`config.mk`:
```
export PLATFORM = sky130hd
export DESIGN_NAME = instr_loader_flat
export DESIGN_NICKNAME = d
export VERILOG_FILES = /design/src/rtl/instr_loader_if.sv /design/src/rtl/instr_loader.sv /design/src/flat_wrapper.sv
export SDC_FILE = /design/constraint.sdc
export NUM_CORES = 1
export LEC_CHECK = 0
export ABC_AREA = 1
export BUFFER_PORTS_ARGS = -buffer_cell sky130_fd_sc_hd__buf_2
export CAP_MARGIN = 0
export CORE_ASPECT_RATIO = 1.5
export CORE_MARGIN = 5
export CORE_UTILIZATION = 25
export DETAILED_ROUTE_END_ITERATION = 6
export GPL_TIMING_DRIVEN = 0
export RECOVER_POWER = 25
export SYNTH_ARGS = -nofsm -noshare
export SYNTH_HDL_FRONTEND = slang
export SYNTH_SLANG_ARGS = --single-unit
```
`constraint.sdc`:
```
create_clock -name clock_i -period 1.9 [get_ports clock_i]
set_input_delay 0 -clock clock_i [delete_from_list [all_inputs] [get_ports clock_i]]
set_output_delay 0 -clock clock_i [all_outputs]
set_load 0.005 [all_outputs]
```
`src/rtl/instr_loader_if.sv`:
```
// Bus bundle between the debug-unit loader and the UART / fetch / pipeline side.
// rx_done_i is a one-cycle valid qualifying rx_data_i; there is no ready, the loader accepts every byte.
interface instr_loader_if #(
    parameter int NB_DATA   = 32,
    parameter int ADDRWIDTH = 7
);
    logic [7:0]           rx_data_i;
    logic                 rx_done_i;
    logic                 halt_i;
    logic                 debug_unit_o;
    logic                 en_write_o;
    logic [ADDRWIDTH-1:0] wr_addr_o;
    logic [NB_DATA-1:0]   instruction_o;
    logic                 enable_o;
    logic                 load_done_o;
    logic                 busy_o;
    logic [2:0]           state;

    modport slave (
        input  rx_data_i, rx_done_i, halt_i,
        output debug_unit_o, en_write_o, wr_addr_o, instruction_o,
               enable_o, load_done_o, busy_o, state
    );

    modport master (
        output rx_data_i, rx_done_i, halt_i,
        input  debug_unit_o, en_write_o, wr_addr_o, instruction_o,
               enable_o, load_done_o, busy_o, state
    );
endinterface

```
`src/rtl/instr_loader.sv`:
```
// Debug-unit loader: decodes L/R/S command bytes, assembles big-endian words into
// instruction memory, then owns the pipeline enable for run or single-step.
module instr_loader #(
    parameter int                 NB_DATA    = 32,
    parameter int                 N_ELEMENTS = 128,
    parameter int                 ADDRWIDTH  = $clog2(N_ELEMENTS),
    parameter logic [NB_DATA-1:0] HALT_WORD  = 32'hFFFF_FFFF
) (
    input  logic            clock_i,
    input  logic            reset_i,
    instr_loader_if.slave   bus
);
    typedef enum logic [2:0] {
        IDLE  = 3'd0,
        LOAD  = 3'd1,
        WRITE = 3'd2,
        RUN   = 3'd3,
        STEP  = 3'd4
    } state_t;

    localparam logic [7:0]           CMD_LOAD  = 8'h4C;
    localparam logic [7:0]           CMD_RUN   = 8'h52;
    localparam logic [7:0]           CMD_STEP  = 8'h53;
    localparam logic [ADDRWIDTH-1:0] LAST_ADDR = ADDRWIDTH'(N_ELEMENTS - 1);

    state_t               state_q, state_d;
    logic [1:0]           byte_cnt;
    logic [NB_DATA-1:0]   shift_q;
    logic [ADDRWIDTH-1:0] addr_q;
    logic [ADDRWIDTH-1:0] wr_addr_q;
    logic [NB_DATA-1:0]   instr_q;
    logic                 debug_q;
    logic                 load_done_q;
    logic                 run_first;
    logic                 en_write;
    logic                 enable;
    logic [NB_DATA-1:0]   shifted;

    assign shifted = {shift_q[NB_DATA-9:0], bus.rx_data_i};

    always_comb begin
        state_d  = state_q;
        en_write = 1'b0;
        enable   = 1'b0;
        case (state_q)
            IDLE: begin
                if (bus.rx_done_i) begin
                    if (bus.rx_data_i == CMD_LOAD)
                        state_d = LOAD;
                    else if (bus.rx_data_i == CMD_RUN && load_done_q)
                        state_d = RUN;
                    else if (bus.rx_data_i == CMD_STEP && load_done_q)
                        state_d = STEP;
                end
            end
            LOAD: begin
                if (bus.rx_done_i && byte_cnt == 2'd3)
                    state_d = WRITE;
            end
            WRITE: begin
                en_write = !reset_i;
                if (instr_q == HALT_WORD || wr_addr_q == LAST_ADDR)
                    state_d = IDLE;
                else
                    state_d = LOAD;
            end
            RUN: begin
                // A halt still high from an earlier run must not swallow the first enable cycle.
                enable = run_first || !bus.halt_i;
                if (bus.halt_i)
                    state_d = IDLE;
            end
            STEP: begin
                enable  = 1'b1;
                state_d = IDLE;
            end
            default: state_d = IDLE;
        endcase
    end

    always_ff @(posedge clock_i) begin
        if (reset_i) begin
            state_q     <= IDLE;
            byte_cnt    <= 2'd0;
            shift_q     <= '0;
            addr_q      <= '0;
            wr_addr_q   <= '0;
            instr_q     <= '0;
            debug_q     <= 1'b1;
            load_done_q <= 1'b0;
            run_first   <= 1'b0;
        end else begin
            state_q   <= state_d;
            run_first <= 1'b0;
            case (state_q)
                IDLE: begin
                    if (state_d == LOAD) begin
                        addr_q      <= '0;
                        byte_cnt    <= 2'd0;
                        load_done_q <= 1'b0;
                        debug_q     <= 1'b1;
                    end else if (state_d == RUN) begin
                        debug_q   <= 1'b0;
                        run_first <= 1'b1;
                    end else if (state_d == STEP) begin
                        debug_q <= 1'b0;
                    end
                end
                LOAD: begin
                    if (bus.rx_done_i) begin
                        shift_q  <= shifted;
                        byte_cnt <= byte_cnt + 2'd1;
                        if (byte_cnt == 2'd3) begin
                            instr_q   <= shifted;
                            wr_addr_q <= addr_q;
                        end
                    end
                end
                WRITE: begin
                    if (state_d == IDLE) begin
                        load_done_q <= 1'b1;
                    end else begin
                        addr_q <= addr_q + 1'b1;
                        // A byte arriving during the write cycle starts the next word.
                        if (bus.rx_done_i) begin
                            shift_q  <= shifted;
                            byte_cnt <= 2'd1;
                        end else begin
                            byte_cnt <= 2'd0;
                        end
                    end
                end
                default: ;
            endcase
        end
    end

    assign bus.debug_unit_o  = debug_q;
    assign bus.en_write_o    = en_write;
    assign bus.wr_addr_o     = wr_addr_q;
    assign bus.instruction_o = instr_q;
    assign bus.enable_o      = enable;
    assign bus.load_done_o   = load_done_q;
    assign bus.busy_o        = (state_q != IDLE);
    assign bus.state         = state_q;
endmodule

```
`src/flat_wrapper.sv`:
```
// flat-port wrapper written by rule: the top's interface ports become plain ports
module instr_loader_flat 
#(
    parameter int                 NB_DATA    = 32,
    parameter int                 N_ELEMENTS = 128,
    parameter int                 ADDRWIDTH  = $clog2(N_ELEMENTS),
    parameter logic [NB_DATA-1:0] HALT_WORD  = 32'hFFFF_FFFF
)
  (clock_i, reset_i, bus_rx_data_i, bus_rx_done_i, bus_halt_i, bus_debug_unit_o, bus_en_write_o, bus_wr_addr_o, bus_instruction_o, bus_enable_o, bus_load_done_o, bus_busy_o, bus_state);
  instr_loader_if #(.NB_DATA(NB_DATA), .ADDRWIDTH(ADDRWIDTH)) bus_i ();
  input  logic clock_i;
  input  logic reset_i;
  input wire logic [$bits(bus_i.rx_data_i)-1:0] bus_rx_data_i;
  input wire logic [$bits(bus_i.rx_done_i)-1:0] bus_rx_done_i;
  input wire logic [$bits(bus_i.halt_i)-1:0] bus_halt_i;
  output wire logic [$bits(bus_i.debug_unit_o)-1:0] bus_debug_unit_o;
  output wire logic [$bits(bus_i.en_write_o)-1:0] bus_en_write_o;
  output wire logic [$bits(bus_i.wr_addr_o)-1:0] bus_wr_addr_o;
  output wire logic [$bits(bus_i.instruction_o)-1:0] bus_instruction_o;
  output wire logic [$bits(bus_i.enable_o)-1:0] bus_enable_o;
  output wire logic [$bits(bus_i.load_done_o)-1:0] bus_load_done_o;
  output wire logic [$bits(bus_i.busy_o)-1:0] bus_busy_o;
  output wire logic [$bits(bus_i.state)-1:0] bus_state;
  assign bus_i.rx_data_i = bus_rx_data_i;
  assign bus_i.rx_done_i = bus_rx_done_i;
  assign bus_i.halt_i = bus_halt_i;
  assign bus_debug_unit_o = bus_i.debug_unit_o;
  assign bus_en_write_o = bus_i.en_write_o;
  assign bus_wr_addr_o = bus_i.wr_addr_o;
  assign bus_instruction_o = bus_i.instruction_o;
  assign bus_enable_o = bus_i.enable_o;
  assign bus_load_done_o = bus_i.load_done_o;
  assign bus_busy_o = bus_i.busy_o;
  assign bus_state = bus_i.state;
  instr_loader #(.NB_DATA(NB_DATA), .N_ELEMENTS(N_ELEMENTS), .ADDRWIDTH(ADDRWIDTH), .HALT_WORD(HALT_WORD)) u_core (.clock_i(clock_i), .reset_i(reset_i), .bus(bus_i));
endmodule
```
# After elaboration in Yosys (flattened, before gate mapping)
# Index checks and enable logic that the tools add are counted.
[totals]
register_bits = 86
in_bits = 12
wordCells = 78
[classes]
addsub = 2
n_eq_ne = 17
muxes = 28
bitwise_logic = 1
n_reduce_logical = 21
[ops]
columns = ["op", "count"]
rows = [
  ["$mux W32", 2],
  ["$pmux W32 S2", 1],
  ["$eq A32 B32 Y1 const B", 1],
  ["$eq A8 B7 Y1 const B", 3],
  ["$mux W3", 6],
  ["$mux W7", 2],
  ["$pmux W7 S2", 1],
  ["$pmux W3 S4", 1],
  ["$eq A3 B2 Y1 const B", 3],
  ["$mux W1", 9],
  ["$reduce_and A3 Y1", 3],
  ["$reduce_bool A3 Y1", 3],
  ["$add A7 B1 Y7 const B", 1],
  ["$eq A7 B7 Y1 const B", 1],
  ["$eq A3 B1 Y1 const B", 2],
  ["$eq A3 B3 Y1 const B", 2],
  ["$logic_not A3 Y1", 2],
  ["$mux W2", 3],
  ["$pmux W2 S3", 1],
  ["$ne A2 B1 Y1 const B", 2],
  ["$ne A2 B2 Y1 const B", 2],
  ["$pmux W1 S2", 2],
  ["$reduce_and A2 Y1", 2],
  ["$reduce_and A4 Y1", 1],
  ["other kinds (8)", 13],
]

# Depth between registers and ports, before layout
# Gate-level depths: netlist of the first run.
[logic_depth]
ltp_word = 11
depth_mapped = 16
ltp_nobuf = 15

# Least setup slack after synthesis of the first run
# No wires, ideal clock.
[synth_path]
path_kind = "reg-to-reg"
start = "reg u_core.state_q[1] (netlist: u_core.bus.state[1])"
end = "reg u_core.shift_q[1]"
setup_ps = 116
t_arrival_ps = 1596
required_ps = 1784
path_slack_ps = 188
path_stages_with_launch = 9
n_path_buf = 1
synth_period_minus_slack_ps = 1712
cell_sequence = "dfxtp_1 -> inv_2 -> nor3_2 -> inv_1 -> a21oi_1 -> nand2_4 -> buf_4 -> o21ai_0 -> nor2_1"
[synth_between]
elab_chain_cells = 8
elab_cells_between_ends = 16
[synth_lines]
columns = ["element", "line_no", "text"]
rows = [
  ["start, declared", "instr_loader.sv:26", "state_t state_q, state_d;"],
  ["start signal, assigned", "instr_loader.sv:93", "state_q <= state_d;"],
  ["$mux W3", "instr_loader.sv:52", "else if (bus.rx_data_i == CMD_STEP && load_done_q)"],
  ["$mux W3", "instr_loader.sv:50", "else if (bus.rx_data_i == CMD_RUN && load_done_q)"],
  ["$mux W3", "instr_loader.sv:48", "if (bus.rx_data_i == CMD_LOAD)"],
  ["$mux W3", "instr_loader.sv:47", "if (bus.rx_done_i) begin"],
  ["$pmux W3 S4", "instr_loader.sv:45", "case (state_q)"],
  ["$logic_not A3 Y1", "instr_loader.sv:120", "if (state_d == IDLE) begin"],
  ["$ne A2 B2 Y1 (no line)", "-", ""],
  ["$reduce_and A2 Y1 (no line)", "-", ""],
  ["end signal, assigned", "instr_loader.sv:111", "shift_q <= shifted;"],
  ["end signal, assigned", "instr_loader.sv:126", "shift_q <= shifted;"],
  ["end, declared", "instr_loader.sv:28", "logic [NB_DATA-1:0] shift_q;"],
]
# Several ways; a longest one is shown, not always the timed one.
# A chain may end at the register's enable or synchronous reset.

# Worst setup path after layout of the first run
[layout_path]
start = "reg u_core.state_q[1] (netlist: u_core.bus.state[1])"
end = "reg u_core.addr_q[3]"
[layout_between]
elab_chain_cells = 8
elab_cells_between_ends = 18
[layout_lines]
columns = ["element", "line_no", "text"]
rows = [
  ["$mux W3", "instr_loader.sv:52", ""],
  ["$mux W3", "instr_loader.sv:50", ""],
  ["$mux W3", "instr_loader.sv:48", ""],
  ["$mux W3", "instr_loader.sv:47", ""],
  ["$pmux W3 S4", "instr_loader.sv:45", ""],
  ["$eq A3 B1 Y1 or $logic_not A3 Y1 (tied branches)", "instr_loader.sv:97, instr_loader.sv:120", ""],
  ["$ne A2 B1 Y1 (no line) or $ne A2 B2 Y1 (tied branches)", "-", ""],
  ["$reduce_and A3 Y1 (no line)", "-", ""],
  ["end signal, assigned", "instr_loader.sv:123", "addr_q <= addr_q + 1'b1;"],
  ["end, declared", "instr_loader.sv:29", "logic [ADDRWIDTH-1:0] addr_q;"],
]
# Several ways; a longest one is shown, not always the timed one.

==> results of run 1 <==
[timing repair]
action / in CTS / in global routing
gates resized for setup: 47 / 100
hold buffers: 11 / 0
endpoints found under the hold margin: 14 / 0
setup endpoints to repair: 31 / 63
gates cloned: 0 / 2
pin swaps: 9 / 25
setup buffers: 14 / 18
[worst paths after layout]
check / start / end / slack, ns / cells past startpoint
max: u_core.bus.state[1] / u_core.addr_q[3] / -0.006 / 13
min: bus_rx_data_i[7] / u_core.bus.instruction_o[7] / 0.05 / 3
max reg2reg: u_core.bus.state[1] / u_core.addr_q[3] / -0.006 / 13
min reg2reg: u_core.shift_q[22] / u_core.shift_q[22] / 0.48 / 2
[area by class of cell]
class                   instances  share of cell area
multi-input cells             335               0.369
flip-flops and latches         78               0.335
repair buffers                102               0.143
clock buffers                  13              0.0561
well taps                     159              0.0413
inverters                      34              0.0306
plain buffers                  20              0.0249
clock inverters                 1             0.00104
[worst max-delay path: cells and delay by family (launching register included)]
kind                   cells  cell delay [ns]
DFF                        1             0.37
AOI/OAI and AO/OA          2             0.31
buffers and inverters      3             0.34
and+or+nand+nor            8             0.76
[flip-flops by register name (all words and copies together), names as in the netlist]
| signal | count |
|---|---|
| u_core.shift_q | 24 |
| u_core.bus.debug_unit_o | 1 |
| u_core.bus.state | 3 |
| u_core.byte_cnt | 2 |
| u_core.bus.instruction_o | 32 |
| u_core.addr_q | 7 |
| u_core.bus.load_done_o | 1 |
| u_core.bus.wr_addr_o | 7 |
| u_core.run_first | 1 |
[metrics by stage]
step           TNS [ns]  cells  total power [mW]  setup WS [ns]
2_1_floorplan         0    467              1.72          0.188
3_3_place_gp      -3.34    684              1.76         -0.212
3_5_place_dp      -5.18    684              1.76         -0.292
4_1_cts        -0.00597    723              3.37       -0.00597
5_1_grt           -2.64    742              3.46         -0.145
6_report       -0.00581    742              3.36       -0.00581
[report_power, final]
part | internal (mW) | total (mW) | leakage, nW | switching [mW]
Combinational | 0.0446 | 0.114 | 1.35 | 0.0695
Clock | 0.975 | 1.61 | 0.138 | 0.637
Sequential | 1.63 | 1.63 | 0.648 | 0.00179
[logic make-up after synthesis]
group / Yosys count / share of synthesized area
buf+inv: 54 / 0.0690
flops: 78 / 0.473
compound gates: 101 / 0.155
simple gates: 232 / 0.295
fa+ha+maj: 2 / 0.00758
[cell usage in the layout (no fill, tap or decap), types with 6 or more instances in the layout]
| cell type | count |
|---|---|
| a21oi_1 | 20 |
| nor2_4 | 9 |
| nor2_1 | 122 |
| dfxtp_1 | 42 |
| nand2_1 | 30 |
| dlygate4sd3_1 | 11 |
| buf_4 | 30 |
| clkbuf_1 | 18 |
| nand2_4 | 6 |
| nand3_1 | 12 |
| nor2_2 | 18 |
| clkbuf_16 | 11 |
| o21ai_1 | 20 |
| o21ai_0 | 49 |
| nand2_2 | 13 |
| dfxtp_2 | 33 |
| buf_2 | 53 |
| inv_1 | 28 |
[synth_stat cells (all sizes together)]
library cell  number  area (sq um)
nand2             51           201
o221ai             1          8.76
dfxtp             78          1560
a21oi             25           125
clkbuf            16          60.1
inv               34           130
o22ai              2          12.5
nor4               1          6.26
nand3b             2          15.0
buf                4          37.5
nand3             15          80.1
nor3               6          35.0
and2               1          6.26
ha                 2          25.0
and3               1          6.26
nor2             149           572
nand4              6          52.6
o21ai             73           365
[per-layer routing]
metal	up-vias	wire, um
met5	-	0
met4	0	405
met3	25	499
met2	84	6210
met1	1651	4140
li1	1743	-
==> out/metrics.cfg, run 1 <==
[logic_synthesis]
synth_cell_types=29
syn_inst=467
synth_fp_nets=481
ys_seq_elements=78
yosysWarnings=0
ys_seq_area_frac=0.473
syn-cell-area_sq_um=3300
syn_avg_cell_area_sq_um=7.07

[timing]
max_freq_mhz=525
finalSetupViolations=1
final_max_slew_viol_count=0
finalCriticalPeriod_ns=1.91
hold_ws_ns=0.0522
relSlewSlack=0.636
worst_pin_slew_ns=0.546
rsz0062_at_grt=true
hold_violations=0
fin_ws_ns=-0.00581
finalCritPeriodShare=1.00
fin_worst_skew_ns=0.00394

[placement]
portBuffers=58
placed_area_sq_um=3790
dp_hpwl_mm=8.13
gp_congestion=0.872

[global_route]
antenna_found_initial=0
grt_max_degree=12
grt_use_met3=0.0309
grt_util_met2=0.262
grt_pass1_vias=3475
grt_pass1_wl_mm=17.1
grt_util_all_layers=0.137
grt-ovfl-total=0
gr-max-usage-layer=met2
use_met1=0.136

[die]
rows=51
die_w_um=104
fp.dieArea_sq_um=15600
io_pins=59
die_h_um=151
initial_core_util=0.255
core_sq_um=13000

[critical_path]
crit_type=reg -> reg
path_max_fanout=8
crit_path_max_incr_delay_ns=0.37
crit_required_ns=2.13
cpMostUsedCell=nand2_1
cp-start-kind=register
endpoint_kind=register
cp_slowest_cell=dfxtp_2
cp.arrival_ns=2.14
worstPathCellList=inv_2 > buf_4 > a21oi_1 > nand2_1 > nand2_1 > nand2_1 > nand2_2 > buf_6 > nand4_1 > nand2_2 > nand2_8 > o21ai_0 > nor2_1

[detailed_routing]
ant_nets=0
drtPass1Iterations=4
wl_mm=11.3
vias_per_cell=4.72
initialDrtViolationCount=167
drc=0
num_vias=3503
avgRoutedWirePerCell_um=15.2

[clocking]
clk_latency_ns=0.34
clk_pin_slew_ns=0.06
cts_root_buf=clkbuf_16
cts_tree=built
clock-sinks=78
clockBufferDepth=2
cts_buffers=9
cts_max_level=3

[layout]
nFillCells=1336
multi_input_area_sq_um=1780
final_core_utilization=0.372
area_delta_synth_final_pct=46.1
fin_nets=594
final_area_sq_um=4820
final_layout_size_suffix_gt1_frac=0.365
antenna_cells=0
seq_area_sq_um=1610

[outcome]
violations=negative setup slack
status=complete, but fails checks

[flow_run]
drv_cap=0

[pwr]
ir_worst_vdd_mv=0.394
power.density_nw_per_um2=697
leakagePower_nw=2.14

[min_path]
hp-class=in -> reg

Note: power is estimated with default switching activity, not from simulation.
==> inputs of run 2 (changes only) <==
--- a/config.mk
+++ b/config.mk
@@ -10,9 +10,10 @@
 export CAP_MARGIN = 0
 export CORE_ASPECT_RATIO = 1.5
 export CORE_MARGIN = 5
-export CORE_UTILIZATION = 25
+export CORE_UTILIZATION = 45
 export DETAILED_ROUTE_END_ITERATION = 6
 export GPL_TIMING_DRIVEN = 0
+export PLACE_DENSITY = 0.67
 export RECOVER_POWER = 25
 export SYNTH_ARGS = -nofsm -noshare
 export SYNTH_HDL_FRONTEND = slang
==> run 2 against run 1 <==
- the flow still finishes with violations (negative setup slack)
- die area down 41%
- flip-flop and latch count unchanged
- wire length fell by 11%
- sequential share of layout area is 2.3 points higher
- via count shrank 2.8%
- utilization rose by 26 points
- non-clock buffer count down 9
- first-iteration DRC count grew 14%
- highest routed layer unchanged
==> out/metrics.cfg, run 2 (synthesis results as in run 1) <==
[outcome]
status=complete, but fails checks
violations=negative setup slack

[detailed_routing]
vias_per_cell=5.04
initialDrtViolationCount=191
drtPass1Iterations=4
avgRoutedWirePerCell_um=14.9
wl_mm=10.1
drc=0
ant_nets=0
num_vias=3405

[pwr]
leakagePower_nw=2.01
power.density_nw_per_um2=621
ir_worst_vdd_mv=0.309
fin_total_pwr_mw=2.80

[timing]
hold_violations=0
max_freq_mhz=514
finalSetupViolations=2
hold_ws_ns=0.137
relSlewSlack=0.644
finalCritPeriodShare=1.02
fin_ws_ns=-0.0451
finalCriticalPeriod_ns=1.95
worst_pin_slew_ns=0.534
fin_worst_skew_ns=0.00858
final_max_slew_viol_count=0
rsz0062_at_grt=true

[global_route]
grt-ovfl-total=0
grt_pass1_vias=3246
grt_pass1_wl_mm=15.8
grt_util_all_layers=0.223
grt_max_degree=13
antenna_found_initial=0

[critical_path]
cp.arrival_ns=2.20
worstPathCellList=inv_2 > buf_12 > a21oi_1 > nand2_1 > nand2_1 > nand2_1 > nand2_2 > buf_4 > nand4_1 > nand2_2 > nand2_8 > o21ai_1 > nor2_1
cpMostUsedCell=nand2_1
crit_required_ns=2.16
worstReg2RegEnd=u_core.addr_q[4]
r2r_cells=13
r2r_slack_ns=-0.05
crit_type=reg -> reg
reg2reg_from=u_core.bus.state[1]
crit_path_max_incr_delay_ns=0.37
path_max_fanout=8
endpoint_kind=register
cp_slowest_cell=dfxtp_2
cp-start-kind=register

[layout]
multi_input_area_sq_um=1740
seq_area_sq_um=1610
largest_register_ffs=32
area_delta_synth_final_pct=36.8
fin_nets=585
nFillCells=656
final_common_cell=nor2_1
most-common-layout-cells=122 x nor2_1, 59 x buf_2, 49 x o21ai_0, 42 x dfxtp_1, 34 x nand2_1
final_layout_size_suffix_gt1_frac=0.360
antenna_cells=0

[clocking]
cts_buffers=9
cts_tree=built
cts_root_buf=clkbuf_8
cts_max_level=3
clk_latency_ns=0.36
clock-sinks=78
clockBufferDepth=2
clk_pin_slew_ns=0.08

[die]
die_h_um=115
initial_core_util=0.460
core_sq_um=7180
rows=38
die_w_um=79.9
io_pins=59
fp.dieArea_sq_um=9180

[placement]
gp_congestion=0.945
portBuffers=58
dp_hpwl_mm=6.96

[min_path]
min_path_cells=4
hp-class=in -> reg
hold_start=bus_halt_i
holdPathEnd=u_core.bus.state[1]

[flow_run]
drv_cap=0

==> run 2: final cells by class <==
type,count,share of cell area
Multi-Input combinational cell,335,0.385
Sequential cell,78,0.357
Timing Repair Buffer,93,0.136
Inverter,34,0.0321
Clock buffer,10,0.0283
Tap cell,100,0.0277
Buffer,20,0.0272
Clock inverter,5,0.00610
==> run 2: how the worst max path moves through the flow <==
stage,from,end,slack [ns],cells after the start
finish,u_core.bus.state[1],u_core.addr_q[4],-0.05,13
floorplan,u_core.bus.state[1],u_core.shift_q[1],0.19,8
detailed placement,u_core.bus.state[1],u_core.shift_q[19],-0.25,8
global placement,u_core.bus.state[1],u_core.shift_q[19],-0.24,8
CTS,bus_rx_data_i[2],u_core.shift_q[9],0.008,17
global route,u_core.bus.load_done_o,u_core.addr_q[4],-0.17,14
==> run 2: critical path: cells and delay by family, from the launching register on <==
kind | cells | cell delay, ns
AO/OA/AOI/OAI | 2 | 0.31
buffers and inverters | 3 | 0.34
flip-flops | 1 | 0.37
AND/OR/NAND/NOR | 8 | 0.81
==> run 2: layer usage <==
layer	up-vias	share of wire	wire length, um	track usage
li1	1721	-	-	-
met1	1600	0.41	4090	0.250
met2	70	0.53	5350	0.391
met3	14	0.044	446	0.0517
met4	0	0.018	180	0.109
met5	-	0	0	0
==> run 2: power breakdown <==
group          internal (mW)  switching (mW)  total (mW)  leakage, nW
logic                 0.0431          0.0680       0.111         1.28
clock network          0.458           0.604        1.06       0.0817
registers               1.63         0.00172        1.63        0.648
==> run 2: repair_timing <==
item	4_1_cts	5_1_grt
setup endpoints to repair	52	63
resized for setup	41	99
hold buffers	9	0
pin swaps	11	16
hold endpoints to repair	15	0
setup buffers	13	11
cloned	1	1
==> run 2: per-stage QoR <==
| step | area [sq um] | utilization | TNS, ns | instances | setup WS (ns) |
|---|---|---|---|---|---|
| after global routing | 4520 | 0.629 | -3.04 | 675 | -0.172 |
| after global placement | 3720 | 0.518 | -3.30 | 625 | -0.238 |
| after CTS | 4160 | 0.579 | 0 | 663 | 0.00818 |
| after floorplan | 3300 | - | 0 | 467 | 0.188 |
| final | 4520 | 0.629 | -0.0475 | 675 | -0.0451 |
| after detailed placement | 3720 | 0.518 | -4.12 | 625 | -0.253 |
==> inputs of run 3 (changes only) <==
--- a/config.mk
+++ b/config.mk
@@ -18,3 +18,4 @@
 export SYNTH_ARGS = -nofsm -noshare
 export SYNTH_HDL_FRONTEND = slang
 export SYNTH_SLANG_ARGS = --single-unit
+export TNS_END_PERCENT = 20
==> run 3 against run 2 <==
- the run still ends with negative setup slack left
- first-iteration DRC count increased by 8.4%
- clock skew barely moved
- hold slack better by 0.0086 ns
- critical path type unchanged
- non-clock buffer count decreased by 2
- clock power hardly changed
- via count about the same
- maximum frequency is 1.1% higher
- wire length decreased by 1.3%
- die area is the same
- power grew 0.33%
- register-to-register slack improved by 0.02 ns
- sequential power about the same
==> out/metrics.cfg, run 3 (synthesis results as in run 1) <==
[global_route]
grt_pass1_wl_mm=15.8
grt_use_met3=0.0517
use_met1=0.250
gr-max-usage-layer=met2
antenna_found_initial=0
grt_pass1_vias=3246
grt-ovfl-total=0
grt_max_degree=13
grt_util_all_layers=0.223
grt_util_met2=0.391

[critical_path]
cp_slowest_cell=dfxtp_2
endpoint_kind=register
reg2reg_from=u_core.bus.instruction_o[28]
worstPathCellList=nand2_2 > nor2_1 > nand2_1 > nor2_1 > nand2_1 > nand2_1 > nand2_1 > nand2_1 > nand2_2 > nand2_2 > nand4_4 > nand2_8 > inv_8 > buf_12 > nor2_1 > nor2_1
r2r_slack_ns=-0.02
crit_required_ns=2.16
crit_type=reg -> reg
cp-start-kind=register
worstReg2RegEnd=u_core.shift_q[23]
crit_path_max_incr_delay_ns=0.35
path_max_fanout=10
r2r_cells=16
cpMostUsedCell=nand2_1
cp.arrival_ns=2.18

[layout]
final_core_utilization=0.615
final_layout_size_suffix_gt1_frac=0.328
seq_area_sq_um=1610
largest_register_ffs=32
nFillCells=680
final_common_cell=nor2_1
area_delta_synth_final_pct=33.8
fin_nets=583
multi_input_area_sq_um=1670
antenna_cells=0
most-common-layout-cells=131 x nor2_1, 59 x buf_2, 53 x o21ai_0, 42 x dfxtp_1, 37 x nand2_1

[clocking]
clk_pin_slew_ns=0.08
cts_root_buf=clkbuf_8
clockBufferDepth=2
cts_tree=built
cts_max_level=3
clk_latency_ns=0.36
clock-sinks=78
cts_buffers=9

[pwr]
internal-power_mw=2.13
seqPwrFrac=0.580
ir_worst_vdd_mv=0.311
p_sw_uw=684
p_sw_frac=0.243
fin_total_pwr_mw=2.81
power.density_nw_per_um2=637
pwr-share-clk=0.382
combPwrFrac=0.039
leakagePower_nw=1.96

[placement]
portBuffers=58
dp_hpwl_mm=6.96
gp_congestion=0.945

[die]
rows=38
initial_core_util=0.460
fp.dieArea_sq_um=9180
io_pins=59
core_sq_um=7180
die_w_um=79.9
die_h_um=115

[detailed_routing]
vias_per_cell=5.05
avgRoutedWirePerCell_um=14.8
drtPass1Iterations=4
wl_mm=9.94
drc=0
ant_nets=0
initialDrtViolationCount=207
num_vias=3402

[flow_run]
drv_cap=0

[min_path]
hp-class=in -> reg
min_path_cells=4
hold_start=bus_halt_i
holdPathEnd=u_core.bus.state[1]

[timing]
worst_pin_slew_ns=0.523
fin_ws_ns=-0.0239
relSlewSlack=0.652
finalCriticalPeriod_ns=1.92
final_max_slew_viol_count=0
hold_violations=0
finalCritPeriodShare=1.01
rsz0062_at_grt=true
hold_ws_ns=0.145
fin_worst_skew_ns=0.00877
finalSetupViolations=13
max_freq_mhz=520

[outcome]
violations=negative setup slack
status=complete, but fails checks

-- run 3: changes by cell type in the layout (fill, tap and decap cells not counted), sizes merged --
cell,change
buf,-2
-- run 3: per-stage QoR --
stage	instances	instance area, sq um	setup WS [ns]	setup TNS, ns
final	673	4420	-0.0239	-0.162
after detailed placement	625	3720	-0.253	-4.12
after global routing	673	4420	-0.128	-3.26
after global placement	625	3720	-0.238	-3.30
after CTS	663	4160	0.00818	0
after floorplan	467	3300	0.188	0
-- run 3: layer usage --
metal,up-vias,wire [um]
met2,88,5200
li1,1714,-
met4,0,214
met1,1584,4020
met3,16,503
met5,-,0
-- run 3: timing repair --
item | 4_1_cts | 5_1_grt
hold buffers | 9 | 0
hold endpoints to repair | 15 | 0
resized for setup | 41 | 68
cloned | 1 | 1
pin swaps | 11 | 11
setup endpoints to repair | 52 | 63
setup buffers | 13 | 9
-- run 3: critical path, delay by kind of cell (launching register included) --
family / cells / cell delay, ns
buffers and inverters: 2 / 0.19
DFF: 1 / 0.35
and+or+nand+nor: 14 / 1.26
-- run 3: layout make-up --
| cell class | count | area share |
|---|---|---|
| multi-input combinational | 335 | 0.378 |
| tap | 100 | 0.0283 |
| clock inverter | 5 | 0.00623 |
| buffer | 20 | 0.0275 |
| inverter | 34 | 0.0317 |
| clock buffer | 10 | 0.0289 |
| sequential | 78 | 0.366 |
| timing repair buffer | 91 | 0.134 |
-- run 3: worst max path at each step --
stage          slack [ns]  depth (start not counted)                    startpoint                  to
3_3_place_gp        -0.24                          8           u_core.bus.state[1]  u_core.shift_q[19]
2_1_floorplan        0.19                          8           u_core.bus.state[1]   u_core.shift_q[1]
4_1_cts             0.008                         17              bus_rx_data_i[2]   u_core.shift_q[9]
5_1_grt             -0.13                         16  u_core.bus.instruction_o[28]   u_core.shift_q[6]
6_report            -0.02                         16  u_core.bus.instruction_o[28]  u_core.shift_q[23]
3_5_place_dp        -0.25                          8           u_core.bus.state[1]  u_core.shift_q[19]
-- run 3: power groups by stage --
stage	sequential [mW]	combinational, mW	clock, mW
after floorplan	1.67	0.0475	0
after global placement	1.67	0.0850	0
after detailed placement	1.67	0.0861	0
after CTS	1.64	0.101	1.08
after global routing	1.63	0.122	1.16
final	1.63	0.109	1.07
